### config.mk
export PLATFORM = sky130hd
export DESIGN_NAME = mips_cpu_muldiv
export DESIGN_NICKNAME = d
export VERILOG_FILES = /design/src/rtl/mips_cpu_pkg.sv /design/src/rtl/mips_cpu_div_core.sv /design/src/rtl/mips_cpu_muldiv.sv
export SDC_FILE = /design/constraint.sdc
export NUM_CORES = 1
export LEC_CHECK = 0
export BUFFER_PORTS_ARGS = -buffer_cell sky130_fd_sc_hd__buf_2
export CAP_MARGIN = 20
export CORE_MARGIN = 4
export CORE_UTILIZATION = 60
export CTS_BUF_LIST = sky130_fd_sc_hd__clkbuf_8
export CTS_CLUSTER_DIAMETER = 200
export DETAILED_ROUTE_END_ITERATION = 6
export PLACE_DENSITY = 0.78
export SLEW_MARGIN = 20
export SYNTH_ARGS = -nofsm -noshare
export SYNTH_HDL_FRONTEND = slang
export SYNTH_SLANG_ARGS = --single-unit
### constraint.sdc
create_clock -name clk -period 5.1 [get_ports clk]
set_input_delay 1.02 -clock clk [delete_from_list [all_inputs] [get_ports clk]]
set_output_delay 1.02 -clock clk [all_outputs]
set_load 0.005 [all_outputs]
### src/rtl/mips_cpu_pkg.sv
// Shared types and constants for the MIPS multiply/divide unit.
//   muldiv_op_t    : op-code encodings presented on the op port
//   muldiv_state_t : sequencer states of the iterative unit
//   MULDIV_ITER    : iterations per multiply/divide (one bit per cycle)
package mips_cpu_pkg;

    localparam int MULDIV_ITER = 32;

    typedef enum logic [2:0] {
        OP_MULT  = 3'b000,
        OP_MULTU = 3'b001,
        OP_DIV   = 3'b010,
        OP_DIVU  = 3'b011,
        OP_MTHI  = 3'b100,
        OP_MTLO  = 3'b101,
        OP_NOP0  = 3'b110,
        OP_NOP1  = 3'b111
    } muldiv_op_t;

    typedef enum logic [1:0] {
        IDLE = 2'd0,
        MUL  = 2'd1,
        DIV  = 2'd2,
        FIX  = 2'd3
    } muldiv_state_t;

    // MULT and DIV are the signed ops; their unsigned twins have bit 0 set.
    function automatic logic op_is_signed(input logic [2:0] op);
        return ~op[0];
    endfunction

endpackage

### src/rtl/mips_cpu_div_core.sv
// Restoring-divide datapath for the multiply/divide unit, plus the shared
// iteration counter that also paces the multiplier.
//   clk, reset       : clock, asynchronous active-low reset
//   clk_enable       : global enable; 0 freezes every register
//   load             : capture dividend/divisor and clear rem/count
//   iter             : perform one iteration (one quotient bit)
//   dividend,divisor : unsigned magnitudes
//   quot, rem        : unsigned quotient and remainder after WIDTH iterations
//   last             : the current iteration is the final one
module mips_cpu_div_core
    import mips_cpu_pkg::*;
#(
    parameter int WIDTH = MULDIV_ITER
) (
    input  logic             clk,
    input  logic             reset,
    input  logic             clk_enable,
    input  logic             load,
    input  logic             iter,
    input  logic [WIDTH-1:0] dividend,
    input  logic [WIDTH-1:0] divisor,
    output logic [WIDTH-1:0] quot,
    output logic [WIDTH-1:0] rem,
    output logic             last
);

    localparam int CW = $clog2(WIDTH);
    localparam logic [CW-1:0] LAST_COUNT = CW'(WIDTH - 1);

    logic [CW-1:0]  count;
    logic [WIDTH-1:0] dsor;
    logic [WIDTH:0]   rem_sh;
    logic [WIDTH:0]   trial;

    // Partial remainder shifted left with the next dividend bit, which sits
    // at the top of the quotient register until it is shifted out.
    // NOTE: every signal written in always_comb gets a value on every path,
    // otherwise synthesis infers a latch to hold the old value.
    always_comb begin
        rem_sh = {rem, quot[WIDTH-1]};
        trial  = rem_sh - {1'b0, dsor};
    end

    assign last = (count == LAST_COUNT);

    // NOTE: clocked state uses non-blocking assignments so every register
    // samples the pre-edge values regardless of statement order.
    always_ff @(posedge clk or negedge reset) begin
        if (!reset) begin
            count <= '0;
            rem   <= '0;
            quot  <= '0;
            dsor  <= '0;
        end else if (clk_enable) begin
            if (load) begin
                count <= '0;
                rem   <= '0;
                quot  <= dividend;
                dsor  <= divisor;
            end else if (iter) begin
                count <= count + 1'b1;
                // A clear borrow means the divisor fit: keep the difference.
                // A zero divisor always fits, giving an all-ones quotient and
                // the dividend as remainder.
                if (!trial[WIDTH]) begin
                    rem <= trial[WIDTH-1:0];
                end else begin
                    rem <= rem_sh[WIDTH-1:0];
                end
                quot <= {quot[WIDTH-2:0], ~trial[WIDTH]};
            end
        end
    end

endmodule

### src/rtl/mips_cpu_muldiv.sv
// Iterative multiply/divide unit with the HI/LO register pair.
//   clk, reset     : clock, asynchronous active-low reset
//   clk_enable     : global enable; 0 freezes all state and ignores start
//   start, op      : op request (MULT/MULTU/DIV/DIVU/MTHI/MTLO, 11x no-op)
//   a, b           : rs / rt operands
//   busy           : iterative op in flight; pipeline must stall
//   done           : one-cycle pulse after hi/lo were written by an op
//   hi, lo         : HI/LO registers
module mips_cpu_muldiv
    import mips_cpu_pkg::*;
#(
    parameter int WIDTH = MULDIV_ITER
) (
    input  logic             clk,
    input  logic             reset,
    input  logic             clk_enable,
    input  logic             start,
    input  logic [2:0]       op,
    input  logic [WIDTH-1:0] a,
    input  logic [WIDTH-1:0] b,
    output logic             busy,
    output logic             done,
    output logic [WIDTH-1:0] hi,
    output logic [WIDTH-1:0] lo
);

    muldiv_state_t    state;
    muldiv_op_t       op_e;
    logic [2*WIDTH-1:0] acc;     // {partial product, remaining multiplier bits}
    logic [WIDTH-1:0] mcand;
    logic             neg_lo;    // negate product / quotient in FIX
    logic             neg_hi;    // negate remainder in FIX
    logic             is_mul;

    logic             sa, sb;
    logic [WIDTH-1:0] mag_a, mag_b;
    logic             mul_req, div_req, accept;
    logic [WIDTH:0]   mul_sum;
    logic [2*WIDTH-1:0] product;
    logic [WIDTH-1:0] quot, rem, quot_fix, rem_fix;
    logic             last;

    assign op_e = muldiv_op_t'(op);

    always_comb begin
        sa      = op_is_signed(op) & a[WIDTH-1];
        sb      = op_is_signed(op) & b[WIDTH-1];
        mag_a   = sa ? -a : a;
        mag_b   = sb ? -b : b;
        mul_req = (op_e == OP_MULT) || (op_e == OP_MULTU);
        div_req = (op_e == OP_DIV)  || (op_e == OP_DIVU);
        accept  = clk_enable && start && (state == IDLE) && (mul_req || div_req);
        // Shift-add: add the multiplicand into the upper half when the
        // multiplier LSB is set, carry kept so the right shift is exact.
        mul_sum  = {1'b0, acc[2*WIDTH-1:WIDTH]} + (acc[0] ? {1'b0, mcand} : '0);
        product  = neg_lo ? -acc : acc;
        quot_fix = neg_lo ? -quot : quot;
        rem_fix  = neg_hi ? -rem : rem;
    end

    mips_cpu_div_core #(.WIDTH(WIDTH)) u_div_core (
        .clk        (clk),
        .reset      (reset),
        .clk_enable (clk_enable),
        .load       (accept),
        .iter       ((state == MUL) || (state == DIV)),
        .dividend   (mag_a),
        .divisor    (mag_b),
        .quot       (quot),
        .rem        (rem),
        .last       (last)
    );

    always_ff @(posedge clk or negedge reset) begin
        if (!reset) begin
            state  <= IDLE;
            busy   <= 1'b0;
            done   <= 1'b0;
            hi     <= '0;
            lo     <= '0;
            acc    <= '0;
            mcand  <= '0;
            neg_lo <= 1'b0;
            neg_hi <= 1'b0;
            is_mul <= 1'b0;
        end else if (clk_enable) begin
            done <= 1'b0;
            case (state)
                IDLE: begin
                    if (start) begin
                        case (op_e)
                            OP_MULT, OP_MULTU: begin
                                state  <= MUL;
                                busy   <= 1'b1;
                                is_mul <= 1'b1;
                                acc    <= {{WIDTH{1'b0}}, mag_b};
                                mcand  <= mag_a;
                                neg_lo <= sa ^ sb;
                                neg_hi <= 1'b0;
                            end
                            OP_DIV, OP_DIVU: begin
                                state  <= DIV;
                                busy   <= 1'b1;
                                is_mul <= 1'b0;
                                // Divide by zero keeps the raw all-ones quotient;
                                // the remainder still takes the dividend sign,
                                // which reproduces the raw a operand.
                                neg_lo <= (sa ^ sb) && (b != '0);
                                neg_hi <= sa;
                            end
                            OP_MTHI: hi <= a;
                            OP_MTLO: lo <= a;
                            default: ;
                        endcase
                    end
                end
                MUL: begin
                    acc <= {mul_sum, acc[WIDTH-1:1]};
                    if (last) state <= FIX;
                end
                DIV: begin
                    if (last) state <= FIX;
                end
                FIX: begin
                    state <= IDLE;
                    busy  <= 1'b0;
                    done  <= 1'b1;
                    if (is_mul) begin
                        {hi, lo} <= product;
                    end else begin
                        lo <= quot_fix;
                        hi <= rem_fix;
                    end
                end
                default: state <= IDLE;
            endcase
        end
    end

endmodule

# --- Word-level counts from Yosys, hierarchy flattened ---
# Index checks and enable logic that the tools add are counted.
classes:
  addsub: 8
  n_eq_ne: 16
  mux: 35
  bitwise: 5
  reduce_logical: 28
op_table:
  columns: ["operator", "count"]
  rows:
  - ["$mux W32", 16]
  - ["$mux W64", 3]
  - ["$neg A32 Y32", 4]
  - ["$pmux W32 S2", 2]
  - ["$pmux W64 S2", 1]
  - ["$neg A64 Y64", 1]
  - ["$add A32 B32 Y33", 1]
  - ["$sub A33 B32 Y33", 1]
  - ["$reduce_bool A32 Y1", 1]
  - ["$reduce_and A4 Y1", 7]
  - ["$mux W5", 2]
  - ["$ne A2 B1 Y1 const B", 4]
  - ["$pmux W1 S2", 4]
  - ["$reduce_bool A2 Y1", 4]
  - ["$eq A3 B2 Y1 const B", 2]
  - ["$eq A3 B3 Y1 const B", 2]
  - ["$pmux W2 S3", 1]
  - ["$reduce_or A2 Y1", 3]
  - ["$add A5 B1 Y5 const B", 1]
  - ["$eq A5 B5 Y1 const B", 1]
  - ["$eq A2 B2 Y1 const B", 2]
  - ["$logic_and A1 B1 Y1", 4]
  - ["$logic_or A1 B1 Y1", 4]
  - ["$mux W2", 2]
  - ["13 further kinds", 19]
word_totals:
  register_bits: 268
  input_bits: 71
  out_inout_bits: 66
  word_cells: 106

# --- Longest topological paths before layout ---
# Gate-level depths: netlist (run 1).
depth:
  depth_word: 6
  mapped_depth: 15
  mapped_depth_nobuf: 13

# --- By module ---
# A second synthesis (run 1) with hierarchy kept.
hier_totals:
  hier_cells: 2277
  hier_area_um2: 19665.1
modules_own_cells:
  columns: ["mod", "instances", "cells_per_inst", "area_per_inst_um2", "seq_area_each_um2"]
  rows:
  - ["mips_cpu_muldiv", 1, 1649, 13533.0, 4179.0]
  - ["mips_cpu_div_core", 1, 628, 6132.1, 2527.4]

# --- Worst setup path before layout (run 1) ---
# Ideal clock, no wire load.
synth_timing:
  path_kind: "in2reg"
  from: "input port b[5]"
  to: "register acc[30]"
  setup_time_ps: 125
  arrival_ps: 3320
  required_time_ps: 4975
  setup_slack_ps: 1655
  cell_stages: 9
  n_path_buf: 0
  cell_sequence: "nor4_2 > nand4_1 > or4_1 > or3_1 > nor2b_1 > a21oi_1 > xnor2_1 > o21ai_0 > mux2_2"
synth_via:
  elab_chain_len: 5
synth_rtl:
  columns: ["element", "line_no", "rtl"]
  rows:
  - ["start, declared", "mips_cpu_muldiv.sv:20", "input logic [WIDTH-1:0] b,"]
  - ["$neg A32 Y32", "mips_cpu_muldiv.sv:49", "mag_b = sb ? -b : b;"]
  - ["$mux W32", "mips_cpu_muldiv.sv:49", null]
  - ["$mux W64", "mips_cpu_muldiv.sv:91", "case (op_e)"]
  - ["$mux W64", "mips_cpu_muldiv.sv:90", "if (start) begin"]
  - ["$pmux W64 S2", "mips_cpu_muldiv.sv:88", "case (state)"]
  - ["end signal, assigned", "mips_cpu_muldiv.sv:96", "acc <= {{WIDTH{1'b0}}, mag_b};"]
  - ["end signal, assigned", "mips_cpu_muldiv.sv:118", "acc <= {mul_sum, acc[WIDTH-1:1]};"]
  - ["end, declared", "mips_cpu_muldiv.sv:29", "logic [2*WIDTH-1:0] acc;"]
# Every way passes these cells. The select of a mux whose other input is x is not followed.
# A chain may end at the register's enable or synchronous reset.

# --- Worst setup path after layout (run 1) ---
layout_timing:
  from: "register u_div_core.quot[31]"
  to: "register u_div_core.rem[14]"
layout_via:
  elab_chain_len: 4
layout_rtl:
  columns: ["element", "line_no", "rtl"]
  rows:
  - ["start, declared", "mips_cpu_div_core.sv:22", "output logic [WIDTH-1:0] quot,"]
  - ["start signal, assigned", "mips_cpu_div_core.sv:58", "quot <= dividend;"]
  - ["start signal, assigned", "mips_cpu_div_core.sv:70", "quot <= {quot[WIDTH-2:0], ~trial[WIDTH]};"]
  - ["$sub A33 B32 Y33", "mips_cpu_div_core.sv:41", "trial = rem_sh - {1'b0, dsor};"]
  - ["$mux W32", "mips_cpu_div_core.sv:65", "if (!trial[WIDTH]) begin"]
  - ["$mux W32", "mips_cpu_div_core.sv:60", "end else if (iter) begin"]
  - ["$mux W32", "mips_cpu_div_core.sv:55", "if (load) begin"]
  - ["end signal, assigned", "mips_cpu_div_core.sv:66", "rem <= trial[WIDTH-1:0];"]
  - ["end signal, assigned", "mips_cpu_div_core.sv:68", "rem <= rem_sh[WIDTH-1:0];"]
  - ["end, declared", "mips_cpu_div_core.sv:23", "output logic [WIDTH-1:0] rem,"]
# Every way passes these cells. The select of a mux whose other input is x is not followed.

==> impl_metrics.xml, run 1 <==
<?xml version="1.0" encoding="UTF-8"?>
<metrics>
  <group name="sta">
    <metric name="finalHoldViolations" unit="">0</metric>
    <metric name="worst_pin_slew" unit="ns">0.994</metric>
    <metric name="timing.final.crit_share" unit="%">74.3</metric>
    <metric name="fin_crit" unit="ns">3.79</metric>
    <metric name="setup-tns-final" unit="ns">0</metric>
    <metric name="setup_viol" unit="">0</metric>
    <metric name="skew" unit="ns">0.0329</metric>
    <metric name="slew_viol_final" unit="">0</metric>
    <metric name="slew-limit-headroom" unit="%">33.7</metric>
    <metric name="rsz_0062_raised_after_global_routing" unit="">false</metric>
    <metric name="max_freq" unit="MHz">264</metric>
  </group>
  <group name="placement">
    <metric name="place_area" unit="sq mm">0.0205</metric>
    <metric name="io_buffer_count" unit="">136</metric>
    <metric name="place_inst" unit="">2877</metric>
    <metric name="gp_congestion" unit="">0.974</metric>
    <metric name="dp_hpwl" unit="microns">47400</metric>
  </group>
  <group name="hold_path">
    <metric name="hold_path_startpoint" unit="">mcand[7]</metric>
    <metric name="hold_depth" unit="">2</metric>
    <metric name="timing.hold.worst_endpoint" unit="">mcand[7]</metric>
    <metric name="min_path_type" unit="">reg -&gt; reg</metric>
  </group>
  <group name="cts">
    <metric name="holdBufCountCts" unit="">0</metric>
    <metric name="worst_setup_hold_path_clk_slew" unit="ns">0.07</metric>
    <metric name="tritoncts.num_buffers" unit="">47</metric>
    <metric name="cts_max_level" unit="">2</metric>
    <metric name="clock_latency" unit="ns">0.59</metric>
    <metric name="cts.repair.resized" unit="">0</metric>
    <metric name="cts_root_buf" unit="">sky130_fd_sc_hd__clkbuf_8</metric>
    <metric name="cts.sinks" unit="">268</metric>
    <metric name="cts.repair_timing.setup_buffer_count" unit="">0</metric>
    <metric name="tritoncts" unit="">built</metric>
    <metric name="cts_buffer_depth" unit="">3</metric>
  </group>
  <group name="critical_path">
    <metric name="crit_fanout" unit="">31</metric>
    <metric name="worst_r2r_endpoint" unit="">u_div_core.rem[14]</metric>
    <metric name="regToRegStartpoint" unit="">u_div_core.quot[31]</metric>
    <metric name="worstSetupStartpointType" unit="">flip-flop</metric>
    <metric name="critPathCaptureType" unit="">flip-flop</metric>
    <metric name="setup.worst_path.class" unit="">reg -&gt; reg</metric>
    <metric name="cp_num_buf_inv" unit="">2</metric>
    <metric name="arrival" unit="ns">4.21</metric>
    <metric name="worst_r2r_path_depth" unit="">13</metric>
    <metric name="cpLargestDelayFamily" unit="">compound AO/OA/AOI/OAI gates</metric>
    <metric name="max_stage_delay" unit="ns">0.45</metric>
    <metric name="path_cells" unit="">inv_1, ha_1, fa_1, nand2b_1, a211oi_1, o21ai_1, o21a_1, nor4b_1, and3b_1, xnor2_2, buf_4, mux2i_1, a21oi_1</metric>
    <metric name="regToRegSetupSlack" unit="ns">1.31</metric>
    <metric name="critical-path-slowest-cell" unit="">sky130_fd_sc_hd__buf_4</metric>
    <metric name="crit_required" unit="ns">5.52</metric>
  </group>
  <group name="final_layout">
    <metric name="drive_gt1_share" unit="%">12.4</metric>
    <metric name="layout-area-overhead-vs-synth" unit="%">10.2</metric>
    <metric name="multiInputGateArea" unit="sq mm">0.0120</metric>
    <metric name="num-fill-cells" unit="">2683</metric>
    <metric name="final_cells" unit="">2966</metric>
    <metric name="final-seq-area" unit="sq mm">0.00671</metric>
    <metric name="design.final.nets" unit="">2638</metric>
    <metric name="postLayoutCoreUtil" unit="%">67.7</metric>
    <metric name="design_area" unit="sq mm">0.0215</metric>
  </group>
  <group name="run">
    <metric name="max_cap_violations" unit="">0</metric>
  </group>
  <group name="power">
    <metric name="power.combinational.fraction" unit="%">56.5</metric>
    <metric name="power.total" unit="mW">15.1</metric>
    <metric name="power.internal" unit="mW">7.75</metric>
    <metric name="power.clock.fraction" unit="%">13.9</metric>
    <metric name="switching_share" unit="%">48.7</metric>
    <metric name="share_seq_of_total_power" unit="%">29.6</metric>
    <metric name="power_switching" unit="mW">7.37</metric>
    <metric name="power_density_normalized_to_cell_area" unit="mW/mm^2">703</metric>
    <metric name="leakage" unit="nW">9.64</metric>
    <metric name="ir_drop" unit="V">0.000782</metric>
  </group>
  <group name="drt">
    <metric name="drtIter0Drc" unit="">1790</metric>
    <metric name="final_routed_wirelength_across_all_metal_layers" unit="microns">63200</metric>
    <metric name="routed-via-count" unit="">18900</metric>
    <metric name="avgRoutedWirePerCell" unit="microns">21.3</metric>
    <metric name="drtAntennaViolNets" unit="">0</metric>
    <metric name="via_per_inst" unit="">6.36</metric>
    <metric name="detail_route.drc_violations" unit="">0</metric>
    <metric name="drtPass1Iterations" unit="">7</metric>
  </group>
  <group name="synth">
    <metric name="synth_warnings" unit="">0</metric>
    <metric name="synthArstFlopShare" unit="%">100</metric>
    <metric name="mappedNetlistArea" unit="sq mm">0.0195</metric>
    <metric name="synth-edff-count" unit="">0</metric>
    <metric name="synth.net_count" unit="">2568</metric>
    <metric name="syn_inst" unit="">2421</metric>
    <metric name="yosysUniqueCellTypes" unit="">74</metric>
    <metric name="postSynthRegisterBits" unit="">268</metric>
    <metric name="synth_top_flop_cell" unit="">sky130_fd_sc_hd__dfrtp_1</metric>
    <metric name="synth_area_per_cell" unit="sq um">8.06</metric>
    <metric name="register_area_share_after_synthesis" unit="%">34.3</metric>
  </group>
  <group name="grt">
    <metric name="antenna_violations_before_repair" unit="">5</metric>
    <metric name="grt_max_degree" unit="">120</metric>
    <metric name="gr-usage-met1" unit="%">48.9</metric>
    <metric name="grt_use_total" unit="%">34.8</metric>
    <metric name="grt-ovfl-total" unit="">0</metric>
    <metric name="grt.met3_usage" unit="%">6.89</metric>
    <metric name="grt_pass1_vias" unit="">18000</metric>
    <metric name="grt.met2_usage" unit="%">53.2</metric>
    <metric name="grt_first_pass_wirelength" unit="microns">99800</metric>
    <metric name="globalRoute.busiestLayer" unit="">met2</metric>
  </group>
  <group name="die">
    <metric name="start_util" unit="%">61.4</metric>
    <metric name="floorplan.io_pins" unit="">137</metric>
    <metric name="design.core.area" unit="sq mm">0.0318</metric>
    <metric name="row_count" unit="">65</metric>
    <metric name="die_w" unit="microns">188</metric>
    <metric name="chipHeight" unit="microns">188</metric>
    <metric name="design.die.area" unit="sq mm">0.0355</metric>
  </group>
  <group name="outcome">
    <metric name="run_status" unit="">finished, final reports clean</metric>
  </group>
</metrics>
-- metrics by stage --
step / setup slack (ns) / hold slack (ns)
3_5_place_dp: 1.05 / 0.461
3_3_place_gp: 1.11 / 0.454
2_1_floorplan: 1.66 / 0.438
6_report: 1.31 / 0.469
4_1_cts: 1.34 / 0.476
5_1_grt: 1.09 / 0.487
-- Yosys cell counts (all sizes together) (29+ instances only) --
| master | number | share of area (%) |
|---|---|---|
| a21o | 33 | 1.3 |
| xor2 | 108 | 4.8 |
| xnor2 | 124 | 5.6 |
| o21ai | 338 | 8.7 |
| nor2 | 152 | 2.9 |
| or4 | 34 | 1.4 |
| a21oi | 203 | 5.2 |
| nand2 | 352 | 6.8 |
| nand3 | 29 | 0.74 |
| inv | 74 | 1.4 |
| ha | 74 | 4.7 |
| mux2i | 35 | 1.8 |
| nor3 | 36 | 0.92 |
| clkbuf | 130 | 2.5 |
| and2 | 34 | 1.1 |
| dfrtp | 268 | 34 |
| mux2 | 34 | 2.0 |
| o31ai | 46 | 1.8 |
-- sequential cells by signal, indices dropped and copies added (netlist names) --
name / flops
u_div_core.dsor: 32
hi: 32
neg_lo: 1
busy: 1
state: 2
u_div_core.quot: 32
lo: 32
neg_hi: 1
done: 1
is_mul: 1
u_div_core.count: 5
u_div_core.rem: 32
mcand: 32
acc: 64
-- tightest hold or removal path, cell delays in order, from the launching register on --
cell and delay, ns:
sky130_fd_sc_hd__dfrtp_1 0.33, sky130_fd_sc_hd__nand2_1 0.04, sky130_fd_sc_hd__o21ai_0 0.06
-- per-layer routing --
metal / part of all wire (%) / up-vias
met5: 0.021 / -
met3: 9.8 / 176
met1: 42 / 8988
met2: 44 / 961
met4: 4.6 / 2
li1: - / 8734
-- how the worst max path moves through the flow --
stage	slack, ns	depth (start not counted)	from	to
floorplan	1.66	9	b[5]	acc[30]
global placement	1.11	10	a[4]	u_div_core.quot[29]
global route	1.09	14	acc[0]	acc[61]
finish	1.31	13	u_div_core.quot[31]	u_div_core.rem[14]
detailed placement	1.05	10	a[4]	u_div_core.quot[29]
CTS	1.34	13	u_div_core.quot[31]	u_div_core.rem[26]
-- logic make-up (layout without fill, tap and decap cells) --
group	count (synthesis)	in the layout	share of synthesized area, %
XOR/XNOR	232	232	10.4
AND/OR/NAND/NOR	783	783	19.0
buffers and inverters	220	327	4.27
adder cells (fa/ha/maj)	76	76	4.95
multiplexers	70	70	3.87
flip-flops	268	268	34.3
AO/OA/AOI/OAI	772	772	23.2
other	0	3	0
-- power groups by stage --
stage	clock, mW	combinational (mW)	sequential, mW
after floorplan	0	6.41	3.87
after global placement	0	8.21	4.37
after detailed placement	0	8.40	4.43
after CTS	2.13	8.44	4.40
after global routing	2.24	9.45	4.59
final	2.10	8.55	4.47
-- area by class of cell --
type	count	share of cell area, %
diodes	3	0.0349
clock buffers	64	4.09
clock inverters	22	0.547
inverters	75	1.31
multi-input cells	1933	56.0
flip-flops and latches	268	31.2
well taps	435	2.53
repair buffers	166	4.31
-- cells in the final DEF, fill, tap and decap left out, types with 15 or more instances in the layout --
cell / Yosys / layout
sky130_fd_sc_hd__a31oi_1: 25 / 25
sky130_fd_sc_hd__xor2_1: 108 / 108
sky130_fd_sc_hd__and2_1: 34 / 34
sky130_fd_sc_hd__and3_1: 26 / 26
sky130_fd_sc_hd__a21o_1: 33 / 33
sky130_fd_sc_hd__nand2b_1: 20 / 19
sky130_fd_sc_hd__or3_1: 16 / 16
sky130_fd_sc_hd__mux2i_1: 35 / 35
sky130_fd_sc_hd__a21oi_1: 203 / 203
sky130_fd_sc_hd__xnor2_1: 124 / 123
sky130_fd_sc_hd__nor2b_1: 22 / 22
sky130_fd_sc_hd__mux2_2: 34 / 34
sky130_fd_sc_hd__o41ai_1: 19 / 19
sky130_fd_sc_hd__o21ai_0: 332 / 330
sky130_fd_sc_hd__nand3_1: 29 / 28
sky130_fd_sc_hd__nand4_1: 15 / 15
sky130_fd_sc_hd__buf_2: 4 / 135
sky130_fd_sc_hd__nor2_1: 152 / 151
sky130_fd_sc_hd__inv_1: 74 / 88
sky130_fd_sc_hd__o31ai_1: 45 / 45
sky130_fd_sc_hd__a211oi_1: 24 / 24
sky130_fd_sc_hd__dfrtp_1: 268 / 266
sky130_fd_sc_hd__clkbuf_8: 0 / 64
sky130_fd_sc_hd__nand2_1: 352 / 350
sky130_fd_sc_hd__or4_1: 30 / 30
sky130_fd_sc_hd__buf_4: 0 / 29
sky130_fd_sc_hd__ha_1: 74 / 72
sky130_fd_sc_hd__nor3_1: 36 / 36
Note: power is estimated with default switching activity, not from simulation.
==> run 2: changes to the inputs <==
==> constraint.sdc (replaced) <==
create_clock -name clk -period 3.8 [get_ports clk]
set_input_delay 0.76 -clock clk [delete_from_list [all_inputs] [get_ports clk]]
set_output_delay 0.76 -clock clk [all_outputs]
set_load 0.005 [all_outputs]
==> run 2 against run 1 <==
Against the previous run:
- critical path depth shrank 4
- critical path type unchanged
- first-iteration DRC count grew 18%
- worst hold slack lost 0.36 ns
- wire length grew 3.9%
- largest cell class unchanged
- design area grew 1.1%
- critical endpoint is now hi[21]
- register-to-register slack lost 1.0 ns
- die area is the same
- total power grew 36%
- clock-buffer cell count shrank 5
==> impl_metrics.xml, run 2 (same netlist as run 1, synthesis figures left out) <==
<?xml version="1.0" encoding="UTF-8"?>
<metrics>
  <group name="critical_path">
    <metric name="arrival" unit="ns">4.00</metric>
    <metric name="crit_fanout" unit="">9</metric>
    <metric name="setup.worst_path.class" unit="">reg -&gt; reg</metric>
    <metric name="worstSetupStartpointType" unit="">flip-flop</metric>
    <metric name="crit_required" unit="ns">4.27</metric>
    <metric name="critPathCaptureType" unit="">flip-flop</metric>
  </group>
  <group name="placement">
    <metric name="place_inst" unit="">2914</metric>
    <metric name="place_area" unit="sq mm">0.0208</metric>
    <metric name="io_buffer_count" unit="">136</metric>
    <metric name="dp_hpwl" unit="microns">50300</metric>
    <metric name="gp_congestion" unit="">1.03</metric>
  </group>
  <group name="outcome">
    <metric name="run_status" unit="">finished, final reports clean</metric>
  </group>
  <group name="die">
    <metric name="chipHeight" unit="microns">188</metric>
    <metric name="start_util" unit="%">61.4</metric>
    <metric name="floorplan.io_pins" unit="">137</metric>
    <metric name="design.core.area" unit="sq mm">0.0318</metric>
    <metric name="die_w" unit="microns">188</metric>
    <metric name="row_count" unit="">65</metric>
    <metric name="design.die.area" unit="sq mm">0.0355</metric>
  </group>
  <group name="sta">
    <metric name="max_freq" unit="MHz">283</metric>
    <metric name="slew-limit-headroom" unit="%">31.4</metric>
    <metric name="skew" unit="ns">0.0399</metric>
    <metric name="setup_viol" unit="">0</metric>
    <metric name="setup-tns-final" unit="ns">0</metric>
    <metric name="finalHoldViolations" unit="">0</metric>
    <metric name="timing.final.crit_share" unit="%">93.0</metric>
    <metric name="worst_pin_slew" unit="ns">1.03</metric>
    <metric name="fin_crit" unit="ns">3.54</metric>
    <metric name="slew_viol_final" unit="">0</metric>
  </group>
  <group name="drt">
    <metric name="drtAntennaViolNets" unit="">0</metric>
    <metric name="routed-via-count" unit="">19000</metric>
    <metric name="detail_route.drc_violations" unit="">0</metric>
    <metric name="via_per_inst" unit="">6.34</metric>
    <metric name="drtPass1Iterations" unit="">6</metric>
    <metric name="drtIter0Drc" unit="">2112</metric>
    <metric name="avgRoutedWirePerCell" unit="microns">21.9</metric>
    <metric name="final_routed_wirelength_across_all_metal_layers" unit="microns">65700</metric>
  </group>
  <group name="final_layout">
    <metric name="design_area" unit="sq mm">0.0218</metric>
    <metric name="final_cells" unit="">2999</metric>
    <metric name="num-fill-cells" unit="">2700</metric>
    <metric name="design.final.nets" unit="">2676</metric>
    <metric name="n_antenna_cell" unit="">0</metric>
    <metric name="postLayoutCoreUtil" unit="%">68.4</metric>
    <metric name="most_common_cell_after_layout_fill_and_taps_aside" unit="">sky130_fd_sc_hd__nand2_1</metric>
    <metric name="drive_gt1_share" unit="%">13.7</metric>
    <metric name="largest_register_ff_count" unit="">64</metric>
    <metric name="layout-area-overhead-vs-synth" unit="%">11.4</metric>
    <metric name="most-common-layout-cells" unit="">sky130_fd_sc_hd__nand2_1 (350), sky130_fd_sc_hd__o21ai_0 (330), sky130_fd_sc_hd__dfrtp_1 (266)</metric>
    <metric name="registers.top_by_ff_count" unit="">acc</metric>
  </group>
  <group name="run">
    <metric name="max_cap_violations" unit="">0</metric>
  </group>
  <group name="cts">
    <metric name="cts_root_buf" unit="">sky130_fd_sc_hd__clkbuf_8</metric>
    <metric name="tritoncts" unit="">built</metric>
    <metric name="cts.sinks" unit="">268</metric>
    <metric name="worst_setup_hold_path_clk_slew" unit="ns">0.06</metric>
    <metric name="cts_buffer_depth" unit="">3</metric>
    <metric name="tritoncts.num_buffers" unit="">48</metric>
    <metric name="clock_latency" unit="ns">0.63</metric>
    <metric name="holdBufCountCts" unit="">0</metric>
    <metric name="cts_max_level" unit="">2</metric>
  </group>
  <group name="hold_path">
    <metric name="min_path_type" unit="">in -&gt; async</metric>
  </group>
  <group name="grt">
    <metric name="grt_first_pass_wirelength" unit="microns">104000</metric>
    <metric name="grt_pass1_vias" unit="">18500</metric>
    <metric name="grt_use_total" unit="%">36.6</metric>
    <metric name="grt-ovfl-total" unit="">0</metric>
    <metric name="antenna_violations_before_repair" unit="">0</metric>
    <metric name="grt_max_degree" unit="">86</metric>
  </group>
  <group name="power">
    <metric name="ir_drop" unit="V">0.000906</metric>
    <metric name="leakage" unit="nW">9.80</metric>
    <metric name="power_density_normalized_to_cell_area" unit="mW/mm^2">945</metric>
  </group>
</metrics>
run 2: cell types whose count changed in the layout (fill, tap and decap cells not counted), sizes merged:
| cell | delta |
|---|---|
| buf | +37 |
| clkinv | +4 |
| clkbuf | -5 |
| bufinv | -1 |
| inv | +1 |
| diode | -3 |
run 2: timing repair:
action / CTS / global route
resized for setup: 0 / 4
endpoints found under the setup margin: 0 / 1
setup buffers: 0 / 0
endpoints found under the hold margin: 0 / 0
run 2: power breakdown:
group	switching [mW]	total, mW	internal [mW]
logic	6.97	11.9	4.90
registers	1.85	6.00	4.16
clock network	1.28	2.68	1.40
total	10.1	20.6	10.4
run 2: layout make-up:
class	count	area (sq um)	area share, %
clock buffers	59	812	3.73
clock inverters	26	111	0.512
flip-flops and latches	268	6710	30.9
well taps	435	544	2.50
multi-input cells	1933	12100	55.4
inverters	75	282	1.29
repair buffers	203	1230	5.66
run 2: routing by layer:
layer,part of all wire (%),GRT usage (%)
met5,0,0
met2,44,55.4
met4,5.3,17.2
met3,10,8.74
met1,41,49.9
run 2: critical path, stage by stage (launching register included):
cell	delay (ns)
sky130_fd_sc_hd__dfrtp_1	0.48
sky130_fd_sc_hd__or4_1	0.66
sky130_fd_sc_hd__nor4_2	0.48
sky130_fd_sc_hd__nand4_1	0.30
sky130_fd_sc_hd__nand2b_1	0.40
sky130_fd_sc_hd__o21ai_0	0.33
sky130_fd_sc_hd__xor2_1	0.23
sky130_fd_sc_hd__a21oi_1	0.10
sky130_fd_sc_hd__a21oi_1	0.30
sky130_fd_sc_hd__o21ai_0	0.11
run 2: path summary, 6_finish.rpt:
path,startpoint,to,slack (ns),cells past startpoint
max reg2reg,acc[22],hi[21],0.26,9
max,acc[22],hi[21],0.26,9
min reg2reg,mcand[16],mcand[16],0.47,2
min,reset,acc[60],0.11,1
min in group clk,clk_enable,done,0.44,2
max in group asynchronous,reset,hi[3],2.79,2
run 2: metrics by stage:
stage               hold slack (ns)  total power [mW]  setup WS, ns
global placement              0.455              17.3         0.300
detailed placement            0.456              17.6         0.245
CTS                          0.0986              20.3         0.200
finish                        0.112              20.6         0.265
global route                  0.130              22.1       -0.0117
floorplan                     0.438              13.8         0.429
